--- src/rtl/writeback_unit_pkg.sv ---
// Shared definitions for the write-back stage: instruction class codes,
// load width selectors (funct3) and the FSM state encoding.
package writeback_unit_pkg;

  // Instruction class codes carried on itype_i
  localparam logic [4:0] IT_RTYPE  = 5'd0;
  localparam logic [4:0] IT_ITYPE  = 5'd1;
  localparam logic [4:0] IT_STYPE  = 5'd2;
  localparam logic [4:0] IT_BTYPE  = 5'd3;
  localparam logic [4:0] IT_LTYPE  = 5'd4;
  localparam logic [4:0] IT_UTYPE  = 5'd5;
  localparam logic [4:0] IT_JTYPE  = 5'd6;
  localparam logic [4:0] IT_JRTYPE = 5'd7;

  // Load width / sign selectors
  localparam logic [2:0] F3_LB  = 3'd0;
  localparam logic [2:0] F3_LH  = 3'd1;
  localparam logic [2:0] F3_LW  = 3'd2;
  localparam logic [2:0] F3_LBU = 3'd4;
  localparam logic [2:0] F3_LHU = 3'd5;

  // Width of the load-wait watchdog counter (timeouts up to 255 cycles)
  localparam int unsigned TMO_W = 8;

  typedef enum logic [2:0] {
    ST_IDLE      = 3'd0,
    ST_LOAD_WAIT = 3'd1,
    ST_COMMIT    = 3'd2,
    ST_RETIRE    = 3'd3,
    ST_ERROR     = 3'd4
  } wb_state_e;

endpackage

--- src/rtl/writeback_unit_if.sv ---
// Bus between the retiring pipeline stage / memory and the write-back unit,
// plus the register-file write-back outputs consumed by decode.
//   master : upstream side (drives instruction, memory response; sees results)
//   slave  : writeback_unit side
// Signals:
//   valid_i, itype_i[4:0], funct3_i[2:0], rd_i[4:0], alu_res_i[31:0], pc_i[31:0]
//   mem_rdata_i[31:0], mem_rvalid_i
//   ready_o, wd_o[31:0], wd_rd_o[4:0], wd_q_o, done_o, err_o
interface writeback_unit_if;
  logic        valid_i;
  logic [4:0]  itype_i;
  logic [2:0]  funct3_i;
  logic [4:0]  rd_i;
  logic [31:0] alu_res_i;
  logic [31:0] pc_i;
  logic [31:0] mem_rdata_i;
  logic        mem_rvalid_i;
  logic        ready_o;
  logic [31:0] wd_o;
  logic [4:0]  wd_rd_o;
  logic        wd_q_o;
  logic        done_o;
  logic        err_o;

  modport master (
    output valid_i, itype_i, funct3_i, rd_i, alu_res_i, pc_i,
           mem_rdata_i, mem_rvalid_i,
    input  ready_o, wd_o, wd_rd_o, wd_q_o, done_o, err_o
  );

  modport slave (
    input  valid_i, itype_i, funct3_i, rd_i, alu_res_i, pc_i,
           mem_rdata_i, mem_rvalid_i,
    output ready_o, wd_o, wd_rd_o, wd_q_o, done_o, err_o
  );
endinterface

--- src/rtl/writeback_unit_load_extract.sv ---
// Combinational load lane select with sign/zero extension.
// Ports:
//   funct3_i[2:0]  load width/sign selector
//   addr_i[1:0]    byte offset of the effective address
//   rdata_i[31:0]  word-aligned memory read data
//   data_o[31:0]   extracted, extended load value
//   misalign_o     halfword not 2-aligned, or word not 4-aligned
//   illegal_o      funct3 is not a load encoding
module writeback_unit_load_extract
  import writeback_unit_pkg::*;
(
  input  logic [2:0]  funct3_i,
  input  logic [1:0]  addr_i,
  input  logic [31:0] rdata_i,
  output logic [31:0] data_o,
  output logic        misalign_o,
  output logic        illegal_o
);

  function automatic logic signed [31:0] sext8(input logic signed [7:0] v);
    return 32'(v);
  endfunction

  function automatic logic signed [31:0] sext16(input logic signed [15:0] v);
    return 32'(v);
  endfunction

  logic [7:0]  byte_sel;
  logic [15:0] half_sel;

  always_comb begin
    byte_sel = rdata_i[7:0];
    case (addr_i)
      2'd1:    byte_sel = rdata_i[15:8];
      2'd2:    byte_sel = rdata_i[23:16];
      2'd3:    byte_sel = rdata_i[31:24];
      default: byte_sel = rdata_i[7:0];
    endcase
    half_sel = addr_i[1] ? rdata_i[31:16] : rdata_i[15:0];
  end

  always_comb begin
    data_o     = '0;
    misalign_o = 1'b0;
    illegal_o  = 1'b0;
    case (funct3_i)
      F3_LB:  data_o = sext8(byte_sel);
      F3_LBU: data_o = {24'd0, byte_sel};
      F3_LH: begin
        data_o     = sext16(half_sel);
        misalign_o = addr_i[0];
      end
      F3_LHU: begin
        data_o     = {16'd0, half_sel};
        misalign_o = addr_i[0];
      end
      F3_LW: begin
        data_o     = rdata_i;
        misalign_o = (addr_i != 2'd0);
      end
      default: illegal_o = 1'b1;
    endcase
  end

endmodule

--- src/rtl/writeback_unit.sv ---
// Final pipeline stage: selects the retiring result (ALU, link address or
// extended load data) and drives the register-file write-back port.
// Loads wait for memory data under a watchdog; bad loads and timeouts
// produce an err_o pulse instead of a write.
// Ports:
//   clk    core clock
//   reset  synchronous, active-high
//   wb     writeback_unit_if.slave (instruction in, memory response in,
//          ready_o / wd_o / wd_rd_o / wd_q_o / done_o / err_o out)
module writeback_unit
  import writeback_unit_pkg::*;
#(
  parameter int unsigned LOAD_TIMEOUT = 16,
  parameter logic [31:0] RESET_PC_INC = 32'd4
) (
  input  logic            clk,
  input  logic            reset,
  writeback_unit_if.slave wb
);

  // Last LOAD_WAIT counter value before the watchdog fires.
  localparam logic [TMO_W-1:0] TMO_LAST = TMO_W'(LOAD_TIMEOUT - 1);

  wb_state_e        state_q;
  logic             ready_q;
  logic [31:0]      wd_data_q;
  logic [4:0]       wd_rd_q;
  logic             wd_stb_q;
  logic             done_q;
  logic             err_q;
  logic [TMO_W-1:0] cnt_q;
  logic [2:0]       f3_q;
  logic [1:0]       addr_q;

  logic [2:0]  ext_f3;
  logic [1:0]  ext_addr;
  logic [31:0] ext_data;
  logic        ext_misalign;
  logic        ext_illegal;

  // One extractor serves both uses: in IDLE it checks the incoming load's
  // legality; afterwards it extracts using the captured funct3/offset.
  assign ext_f3   = (state_q == ST_IDLE) ? wb.funct3_i       : f3_q;
  assign ext_addr = (state_q == ST_IDLE) ? wb.alu_res_i[1:0] : addr_q;

  writeback_unit_load_extract u_extract (
    .funct3_i   (ext_f3),
    .addr_i     (ext_addr),
    .rdata_i    (wb.mem_rdata_i),
    .data_o     (ext_data),
    .misalign_o (ext_misalign),
    .illegal_o  (ext_illegal)
  );

  // Outputs are registered alongside the state transition so each pulse
  // lines up with the cycle spent in COMMIT/RETIRE/ERROR.
  always_ff @(posedge clk) begin
    if (reset) begin
      state_q   <= ST_IDLE;
      ready_q   <= 1'b1;
      wd_data_q <= '0;
      wd_rd_q   <= '0;
      wd_stb_q  <= 1'b0;
      done_q    <= 1'b0;
      err_q     <= 1'b0;
      cnt_q     <= '0;
      f3_q      <= '0;
      addr_q    <= '0;
    end else begin
      wd_stb_q <= 1'b0;
      done_q   <= 1'b0;
      err_q    <= 1'b0;
      case (state_q)
        ST_IDLE: begin
          if (wb.valid_i) begin
            ready_q <= 1'b0;
            wd_rd_q <= wb.rd_i;
            f3_q    <= wb.funct3_i;
            addr_q  <= wb.alu_res_i[1:0];
            case (wb.itype_i)
              IT_RTYPE, IT_ITYPE, IT_UTYPE: begin
                wd_data_q <= wb.alu_res_i;
                wd_stb_q  <= (wb.rd_i != 5'd0);
                done_q    <= 1'b1;
                state_q   <= ST_COMMIT;
              end
              IT_JTYPE, IT_JRTYPE: begin
                wd_data_q <= wb.pc_i + RESET_PC_INC;
                wd_stb_q  <= (wb.rd_i != 5'd0);
                done_q    <= 1'b1;
                state_q   <= ST_COMMIT;
              end
              IT_LTYPE: begin
                if (ext_illegal || ext_misalign) begin
                  err_q   <= 1'b1;
                  done_q  <= 1'b1;
                  state_q <= ST_ERROR;
                end else begin
                  cnt_q   <= '0;
                  state_q <= ST_LOAD_WAIT;
                end
              end
              default: begin
                // Stores, branches and unknown classes retire without a write.
                done_q  <= 1'b1;
                state_q <= ST_RETIRE;
              end
            endcase
          end
        end
        ST_LOAD_WAIT: begin
          // Data arriving on the watchdog's final cycle still commits.
          if (wb.mem_rvalid_i) begin
            wd_data_q <= ext_data;
            wd_stb_q  <= (wd_rd_q != 5'd0);
            done_q    <= 1'b1;
            state_q   <= ST_COMMIT;
          end else if (cnt_q == TMO_LAST) begin
            cnt_q   <= cnt_q + TMO_W'(1);
            err_q   <= 1'b1;
            done_q  <= 1'b1;
            state_q <= ST_ERROR;
          end else begin
            cnt_q <= cnt_q + TMO_W'(1);
          end
        end
        default: begin
          // COMMIT, RETIRE and ERROR last exactly one cycle; this also keeps
          // wd_q_o from ever being high on consecutive cycles.
          state_q <= ST_IDLE;
          ready_q <= 1'b1;
        end
      endcase
    end
  end

  assign wb.ready_o = ready_q;
  assign wb.wd_o    = wd_data_q;
  assign wb.wd_rd_o = wd_rd_q;
  assign wb.wd_q_o  = wd_stb_q;
  assign wb.done_o  = done_q;
  assign wb.err_o   = err_q;

endmodule

--- src/flat_wrapper.sv ---
// flat-port wrapper written by rule: the top's interface ports become plain ports
module writeback_unit_flat import writeback_unit_pkg::*;
#(
  parameter int unsigned LOAD_TIMEOUT = 16,
  parameter logic [31:0] RESET_PC_INC = 32'd4
)
  (clk, reset, wb_valid_i, wb_itype_i, wb_funct3_i, wb_rd_i, wb_alu_res_i, wb_pc_i, wb_mem_rdata_i, wb_mem_rvalid_i, wb_ready_o, wb_wd_o, wb_wd_rd_o, wb_wd_q_o, wb_done_o, wb_err_o);
  writeback_unit_if wb_i ();
  input  logic clk;
  input  logic reset;
  input wire logic [$bits(wb_i.valid_i)-1:0] wb_valid_i;
  input wire logic [$bits(wb_i.itype_i)-1:0] wb_itype_i;
  input wire logic [$bits(wb_i.funct3_i)-1:0] wb_funct3_i;
  input wire logic [$bits(wb_i.rd_i)-1:0] wb_rd_i;
  input wire logic [$bits(wb_i.alu_res_i)-1:0] wb_alu_res_i;
  input wire logic [$bits(wb_i.pc_i)-1:0] wb_pc_i;
  input wire logic [$bits(wb_i.mem_rdata_i)-1:0] wb_mem_rdata_i;
  input wire logic [$bits(wb_i.mem_rvalid_i)-1:0] wb_mem_rvalid_i;
  output wire logic [$bits(wb_i.ready_o)-1:0] wb_ready_o;
  output wire logic [$bits(wb_i.wd_o)-1:0] wb_wd_o;
  output wire logic [$bits(wb_i.wd_rd_o)-1:0] wb_wd_rd_o;
  output wire logic [$bits(wb_i.wd_q_o)-1:0] wb_wd_q_o;
  output wire logic [$bits(wb_i.done_o)-1:0] wb_done_o;
  output wire logic [$bits(wb_i.err_o)-1:0] wb_err_o;
  assign wb_i.valid_i = wb_valid_i;
  assign wb_i.itype_i = wb_itype_i;
  assign wb_i.funct3_i = wb_funct3_i;
  assign wb_i.rd_i = wb_rd_i;
  assign wb_i.alu_res_i = wb_alu_res_i;
  assign wb_i.pc_i = wb_pc_i;
  assign wb_i.mem_rdata_i = wb_mem_rdata_i;
  assign wb_i.mem_rvalid_i = wb_mem_rvalid_i;
  assign wb_ready_o = wb_i.ready_o;
  assign wb_wd_o = wb_i.wd_o;
  assign wb_wd_rd_o = wb_i.wd_rd_o;
  assign wb_wd_q_o = wb_i.wd_q_o;
  assign wb_done_o = wb_i.done_o;
  assign wb_err_o = wb_i.err_o;
  writeback_unit #(.LOAD_TIMEOUT(LOAD_TIMEOUT), .RESET_PC_INC(RESET_PC_INC)) u_core (.clk(clk), .reset(reset), .wb(wb_i));
endmodule
--- config.mk ---
export PLATFORM = sky130hd
export DESIGN_NAME = writeback_unit_flat
export DESIGN_NICKNAME = d
export VERILOG_FILES = /design/src/rtl/writeback_unit_pkg.sv /design/src/rtl/writeback_unit_if.sv /design/src/rtl/writeback_unit_load_extract.sv /design/src/rtl/writeback_unit.sv /design/src/flat_wrapper.sv
export SDC_FILE = /design/constraint.sdc
export NUM_CORES = 1
export LEC_CHECK = 0
export ABC_AREA = 1
export CAP_MARGIN = 10
export CORE_ASPECT_RATIO = 0.9
export CORE_MARGIN = 4
export CORE_UTILIZATION = 42
export DETAILED_ROUTE_END_ITERATION = 6
export PLACE_DENSITY = 0.82
export SYNTH_ARGS = -nofsm -noshare
export SYNTH_HDL_FRONTEND = slang
export SYNTH_SLANG_ARGS = --single-unit
--- constraint.sdc ---
create_clock -name clk -period 3.2 [get_ports clk]
set_input_delay 0.8 -clock clk [delete_from_list [all_inputs] [get_ports clk]]
set_output_delay 0.8 -clock clk [all_outputs]
set_load 0.02 [all_outputs]
==> impl_summary.md, run 1 <==
Logic synthesis
The total number of yosys warnings is 0. By area the synthesized netlist is led by dfxtp_1, nand2_1, nor2_1, a21oi_1, nand3_1. For this run, the leading register cell type out of synthesis is dfxtp_1. Synthesis produced a netlist whose cell count is 811. The fraction of registers with async set or reset after synthesis is 0%. The synthesis-stage register bit count is 57. In the post-synthesis netlist, the cell with the most instances is nand2_1. In this run, synthesis inferred 0 flip-flops with an integrated enable. Yosys mapped the design onto 39 distinct sky130hd cell types. The netlist area before placement is 4590 µm². The top cell type by area accounts for 24.9% of the synthesized area. After synthesis, the most frequently instantiated cells are nand2_1, nor2_1, a21oi_1. The mean cell area of the mapped netlist is 5.66 µm². The number of nets produced by synthesis is 926. Summed over all instances, the cell type with the most area after synthesis is dfxtp_1. Sequential elements use 24.9% of the synthesized area.

Power
The power share of the combinational group is 37.2%. In this run, flip-flops and latches consume 30.3% of the power. The analysis attributes to net switching a power of 1.03 mW.

The overall power is 2.77 mW. The static leakage power is 2.75 nW. Dividing total power by cell area gives a power density of 425 nW/µm².

The internal power is 1.74 mW. The worst-case IR drop observed on VDD is 0.000249 V. The clock network is responsible for 32.5% of the overall power. Net switching is 37.2% of the power.

Global routing
The initial antenna violation count came to 0. The number of global-route vias before repair was 5428. For this run the aggregate overflow at the end of global routing stands at 0. The first global-routing pass estimated 28.3 mm of wire. The largest net degree at the start of global routing is 56. The global-route usage over all layers is 27.9%.

Floorplan
The floorplan step defined a die boundary enclosing 12700 µm². The die is 107 µm tall. The effective utilization at floorplan is 43.9%. The placeable core region is 10500 µm². For this design the top-level I/O count stands at 154. The count of standard-cell rows is 35. The floorplan step set the die width to 118 µm.

Routing
The post-detailed-routing wire length is 18.0 mm. Using the TritonRoute via totals, the vias-per-cell ratio works out to 5.39. After detailed routing, the number of remaining DRC violations is 0. The wire length the detailed router placed on met1 is 7.98 mm.

The met2 wire length is 7.36 mm. Dividing the detail-routed wire length by the instance count gives 16.5 µm. The routed design uses 2.28 mm of met3 wire. The first detailed-routing pass took 5 iterations. The uppermost metal layer occupied by signal nets is met4. Once detail routing completed, the nets flagged for antenna violations numbered 0. The via total after detailed routing is 5854.

The number of design-rule violations left by the first detailed-router iteration is 714.

Critical path
Data on the critical path is required at its endpoint by 3.46 ns. The nature of the critical path endpoint is a flop. The worst path arrival time is 2.97 ns. The reg-to-reg setup timing slack is 0.88 ns. The worst register-to-register path ends at u_core.wb.wd_o[11]$_SDFFE_PP0P_. The category of the critical setup timing path is in -> reg. In this run the critical register-to-register path is launched from u_core.state_q[0]$_SDFFE_PP0P_.

The kind of start point of the critical path is an input pin. The biggest fanout along the worst timing path is 24. The count of cells along the worst register-to-register path is 11.

Placed design
The worst slack at placement is 0.207 ns. The HPWL reported at the end of detailed placement is 13.8 mm. In this run the tool buffered the top-level ports with 153 buffer cells. The post-placement cell count is 1071. The global placer's final weighted congestion is 0.977.

The post-place instance area is 6240 µm².

Job
The max capacitance violation total is 0.

CTS
For the worst-skew pair, the clock arrives at the later sink with an insertion delay of 0.33 ns. The number of buffers created by CTS is 9. The maximum level of the CTS H-tree is 3. The clock passes through at most 2 buffers. The number of hold buffers added after cts is 0. The clock slew seen by the registers of the worst setup and hold paths is 0.05 ns. The root buffer cell chosen for the clock tree is clkbuf_16. The clock tree from TritonCTS is built. The buffers inserted during post-CTS setup optimization is 0. The count of cells resized by post-cts repair is 0. For this design, the sink count on the clock tree is 57.

Status
The run finished with clean final reports.

Cells and area
0 antenna diodes ended up in the layout. The finished cells cover 6520 µm². The net count of the finished layout is 1068. The post-layout instance count excluding filler cells is 1087. The fraction of final layout cells sized beyond drive strength 1 is 6.26%. Cells fill 62.3% of the core in the end. The area growth from synthesis to layout is 42.1%. After filler insertion, the fill cell instance count of the layout stands at 1014.

Min path
The count of cells along the worst hold path is 2. The path with the worst hold slack has its endpoint at u_core.f3_q[0]$_SDFFE_PP0P_. The worst hold-check path type is reg -> reg. The startpoint identified for the worst hold timing path is u_core.f3_q[0]$_SDFFE_PP0P_.

Timing
Adding up every negative setup slack in the final design gives 0 ns. The hold slack is 0.467 ns. The setup-violating endpoint count in the final report is 0. The worst pin sits at a relative slew slack of 47.0%. The final clock period utilization by the worst path is 84.7%. For this run, the top clock speed supported by timing is 369 MHz. The clock skew after layout is 0.00750 ns. The worst path meets setup with 0.489 ns of slack. The transition time at the pin with the least slew margin is 0.794 ns. The final number of hold-violating endpoints is 0. Setup repair after global routing left no endpoint under its margin. The final-report max-slew violation count is 0. The clock period could shrink to 2.71 ns.
==> cells in the final DEF, fill, tap and decap left out, types with 11 or more instances in the layout <==
cell type,synthesis,final
o21ai_0,43,43
nand4_1,14,14
inv_1,69,69
nand3_1,61,61
nor3_1,17,16
buf_4,2,11
dfxtp_1,57,57
a21oi_1,76,76
clkdlybuf4s50_1,0,153
nand2_1,218,218
nor2_1,141,141
o21ai_1,13,13
==> state kept, by name (all words and copies together), names as in the netlist <==
register	flops
u_core.wb.wd_o	32
u_core.cnt_q	8
u_core.wb.wd_rd_o	5
u_core.f3_q	3
u_core.state_q	3
u_core.addr_q	2
u_core.wb.done_o	1
u_core.wb.err_o	1
u_core.wb.ready_o	1
u_core.wb.wd_q_o	1
==> metal layers <==
metal / track usage (%) / vias to the layer above
li1: - / 2922
met1: 39.9 / 2562
met2: 40.5 / 350
met3: 8.07 / 20
met4: 7.53 / 0
met5: 0 / -
==> critical path: stages <==
cell and delay [ns]:
clkdlybuf4s50_1 0.50, nand3b_1 0.20, nand2_1 0.19, nand2_1 0.10
nand3_1 0.11, nand4_2 0.55, nand3_1 0.29, nand2_1 0.08
a21oi_1 0.14
==> cells by family (layout without fill, tap and decap cells) <==
family                     count (synthesis)  in the layout  synth area share, %
and+or+nand+nor                          484            484                 45.9
AOI/OAI and AO/OA                        145            145                 16.6
buffers and inverters                    110            257                 9.62
DFF                                       57             57                 24.9
xor gates and xnor gates                  13             13                 2.48
adders and majority gates                  2              2                0.545
==> cell type report <==
cell class              count  area, µm²  area share [%]
multi-input cells         644       3020            46.3
repair buffers            165       1630            25.1
flip-flops and latches     57       1140            17.5
inverters                  76        285            4.37
clock buffers               9        225            3.45
well taps                 129        161            2.47
clock inverters             7       56.3           0.863
==> power groups by stage <==
stage	registers [mW]	clock network [mW]	logic, mW
2_1_floorplan	0.916	0	0.488
3_3_place_gp	0.851	0	1.00
3_5_place_dp	0.848	0	1.01
4_1_cts	0.837	0.906	1.02
5_1_grt	0.845	0.941	1.12
6_report	0.839	0.903	1.03
==> worst max-delay path by stage <==
stage | start | to | cells past startpoint
floorplan | wb_pc_i[2] | u_core.wb.wd_o[16]$_SDFFE_PP0P_ | 10
global placement | wb_alu_res_i[1] | u_core.wb.wd_o[25]$_SDFFE_PP0P_ | 11
detailed placement | wb_alu_res_i[1] | u_core.wb.wd_o[14]$_SDFFE_PP0P_ | 9
CTS | wb_alu_res_i[1] | u_core.wb.wd_o[14]$_SDFFE_PP0P_ | 9
global route | wb_alu_res_i[1] | u_core.wb.wd_o[25]$_SDFFE_PP0P_ | 12
finish | wb_alu_res_i[1] | u_core.wb.wd_o[14]$_SDFFE_PP0P_ | 9
(Power assumes the default switching activity.)
==> run 2: changes to the inputs <==
==> constraint.sdc (replaced) <==
create_clock -name clk -period 2.7 [get_ports clk]
set_input_delay 0.675 -clock clk [delete_from_list [all_inputs] [get_ports clk]]
set_output_delay 0.675 -clock clk [all_outputs]
set_load 0.02 [all_outputs]
==> run 2 against run 1 <==
Effect of this change:
- clock power increased by 22%
- power increased by 21%
- routed wire length decreased by 2.9%
==> impl_summary.md, run 2 (synthesized netlist as in run 1, its figures left out) <==
Cells and area
The number of antenna diodes is 0 (unchanged). The fraction of final layout cells sized beyond drive strength 1 is 8.27% (was 6.26%). The area growth from synthesis to layout is 46.7% (was 42.1%).

The flip-flop count of the largest register after layout is 32 (unchanged). The area used by sequential logic in the layout is 1140 µm² (unchanged). Commonest cells after routing, fill and taps aside: nand2_1, clkdlybuf4s50_1, nor2_1, a21oi_1, inv_1 (unchanged). The number of nets in the finished design is 1089 (was 1068). The most common library cell in the layout ignoring fill and taps is nand2_1 (unchanged). The final-layout fill cell count is 959 (was 1014). The area used by multi-input combinational logic is 3020 µm² (unchanged).

Critical path
The critical path depth is 12 (was 9). The start point of the critical path is wb_pc_i[14] (was wb_alu_res_i[1]). The biggest fanout along the worst timing path is 4 (was 24).

The nature of the critical path endpoint is a flop (unchanged). The worst stage delay on the critical path is 0.54 ns (was 0.55 ns). The worst path required time is 2.92 ns (was 3.46 ns). The category of the critical setup timing path is in -> reg (unchanged). The kind of cell adding the most delay to the critical path is simple AND/OR/NAND/NOR gates (unchanged). The count of cells along the worst register-to-register path is 10 (was 11). The startpoint of the lowest-slack register-to-register path is u_core.state_q[0]$_SDFFE_PP0P_ (unchanged).

The most numerous cell on the critical path is nand2_1 (unchanged). The buffering stage count on the worst path with inverters included is 2 (was 1). Cell Chain, Critical Path: clkdlybuf4s50_1 -> nand2_1 -> nor2_1 -> nand2_1 -> nor3_1 -> nand2_1 -> xor2_1 -> nand2_1 -> nand2_1 -> nand3_1 -> nand2_1 -> inv_1 (was clkdlybuf4s50_1 -> nand3b_1 -> nand2_1 -> nand2_1 -> nand3_1 -> nand4_2 -> nand3_1 -> nand2_1 -> a21oi_1). The slowest cell on the critical path is clkdlybuf4s50_1 (was nand4_2). The kind of start point of the critical path was an input pin (unchanged). The worst path arrival time is 2.50 ns (was 2.97 ns).

Routing
The number of design-rule violations left by the first detailed-router iteration was 757 (was 714). The number of remaining DRC errors is 0 (unchanged). The first-pass iteration count of the detailed router is 6 (was 5). The average vias per placed instance is 5.35 (was 5.39).

The post-detailed-routing wire length is 17.4 mm (was 18.0 mm). The post-route antenna net violation count came to 0 (unchanged). The routed wire length per instance came to 15.7 µm (was 16.5 µm). The via total after detailed routing came to 5929 (was 5854).

Status
Status: finished clean (unchanged).

CTS
The number of buffers created by CTS was 9 (unchanged). The total clock sinks is 57 (unchanged). The clock slew seen by the registers of the worst setup and hold paths is 0.05 ns (about the same). The maximum level of the CTS H-tree is 3 (unchanged). The clock latency of the later-clocked register in the worst-skew pair is 0.33 ns (about the same).

The buffers inserted during post-CTS setup optimization came to 0 (unchanged). The clock tree from TritonCTS is built (unchanged). The count of cells resized by post-cts repair was 0 (unchanged). The library cell used as clock root buffer is clkbuf_16 (unchanged). The number of hold buffers added after cts came to 0 (unchanged). The maximum number of buffers from clock root to sink is 2 (unchanged).

Timing
The final number of hold-violating endpoints is 0 (unchanged). The setup-violating endpoint count in the final report is 0 (unchanged). RSZ-0062 raised after global routing: false (unchanged). The final clock period utilization by the worst path is 84.3%. The transition time at the pin with the least slew margin came to 0.564 ns (was 0.794 ns). Timing would allow up to 439 MHz. The final-report max-slew violation count was 0 (unchanged). The relative slew slack is 62.4% (was 47.0%). The total negative slack for setup checks is 0 ns (unchanged).

The clock skew after layout is 0.0119 ns (was 0.00750 ns). The hold slack was 0.464 ns (was 0.467 ns). Subtracting the final worst setup slack from the clock period gives 2.28 ns.

Min path
The count of cells along the worst hold path is 2 (unchanged). The worst hold-check path type is reg -> reg (unchanged). The startpoint of the worst hold path is u_core.f3_q[2]$_SDFFE_PP0P_ (was u_core.f3_q[0]$_SDFFE_PP0P_).

Floorplan
The floorplan die height is 107 µm (unchanged). The placeable core region is 10500 µm² (unchanged). The count of standard-cell rows is 35 (unchanged). The die outline area was 12700 µm² (unchanged). The total I/O pin count is 154 (unchanged).

The die boundary width is 118 µm (unchanged). The effective utilization at floorplan is 43.9% (unchanged).

Global routing
The total grt overflow is 0 (unchanged). The first-pass GRT wire length is 27.2 mm (was 28.3 mm). The number of global-route vias before repair is 5280 (was 5428).

The largest net degree at the start of global routing is 56 (unchanged). The global-route usage over all layers was 26.5% (was 27.9%). The initial antenna violation count is 0 (unchanged).

Power
The worst ir drop on vdd is 0.000350 V (was 0.000249 V). The overall power is 3.35 mW (was 2.77 mW). The ratio of total power to cell area came to 497 nW/µm² (was 425 nW/µm²).

The static leakage power is 2.88 nW (was 2.75 nW).

Placed design
The number of buffers inserted by port buffering came to 153 (unchanged). The HPWL reported at the end of detailed placement was 13.6 mm (was 13.8 mm). The global placer's final weighted congestion was 0.996 (was 0.977).

Job
The max capacitance violation total is 0 (unchanged).
## run 2: cell types whose count changed in the layout (fill, tap and decap cells not counted), sizes merged
cell      before  now
inv           76   79
buf           12   33
clkinvlp       4    2
clkinv         3    2
## run 2: worst min-delay path: cells and delay by family, from the launching register on
family / cells / cell delay [ns]
AO/OA/AOI/OAI: 1 / 0.05
flip-flops: 1 / 0.30
AND/OR/NAND/NOR: 1 / 0.06
## run 2: area by class of cell
cell class	count	area share (%)
Tap cell	129	2.40
Sequential cell	57	16.9
Timing Repair Buffer	186	27.3
Multi-Input combinational cell	644	44.8
Clock inverter	7	0.910
Inverter	76	4.24
Clock buffer	9	3.34
## run 2: metal layers
metal  up-vias  GRT usage (%)  part of all wire, %
met1      2608           37.3                   44
li1       2964              -                    -
met5         -              0                    0
met4         0           9.04                  2.7
met2       326           39.1                   42
met3        31           6.96                   11
## run 2: report_power, final
part           switching (mW)  internal [mW]  leakage, nW
Clock                   0.459          0.638        0.135
Combinational           0.715          0.545         2.28
Sequential             0.0613          0.931        0.467
## run 2: path summary, 6_finish.rpt
| check | slack [ns] | to |
|---|---|---|
| setup / recovery | 0.42 | u_core.wb.wd_o[31]$_SDFFE_PP0P_ |
| hold / removal | 0.46 | u_core.f3_q[2]$_SDFFE_PP0P_ |
| setup reg to reg | 0.71 | u_core.wb.wd_o[2]$_SDFFE_PP0P_ |
| hold reg to reg | 0.46 | u_core.f3_q[2]$_SDFFE_PP0P_ |
## run 2: through the flow
| stage | cells | utilization [%] | area [µm²] | setup slack [ns] |
|---|---|---|---|---|
| 2_1_floorplan | 811 | - | 4590 | 0.700 |
| 3_3_place_gp | 1092 | 61.6 | 6450 | 0.136 |
| 3_5_place_dp | 1092 | 61.6 | 6450 | 0.144 |
| 4_1_cts | 1108 | 64.4 | 6740 | 0.457 |
| 5_1_grt | 1108 | 64.4 | 6740 | 0.265 |
| 6_report | 1108 | 64.4 | 6740 | 0.424 |
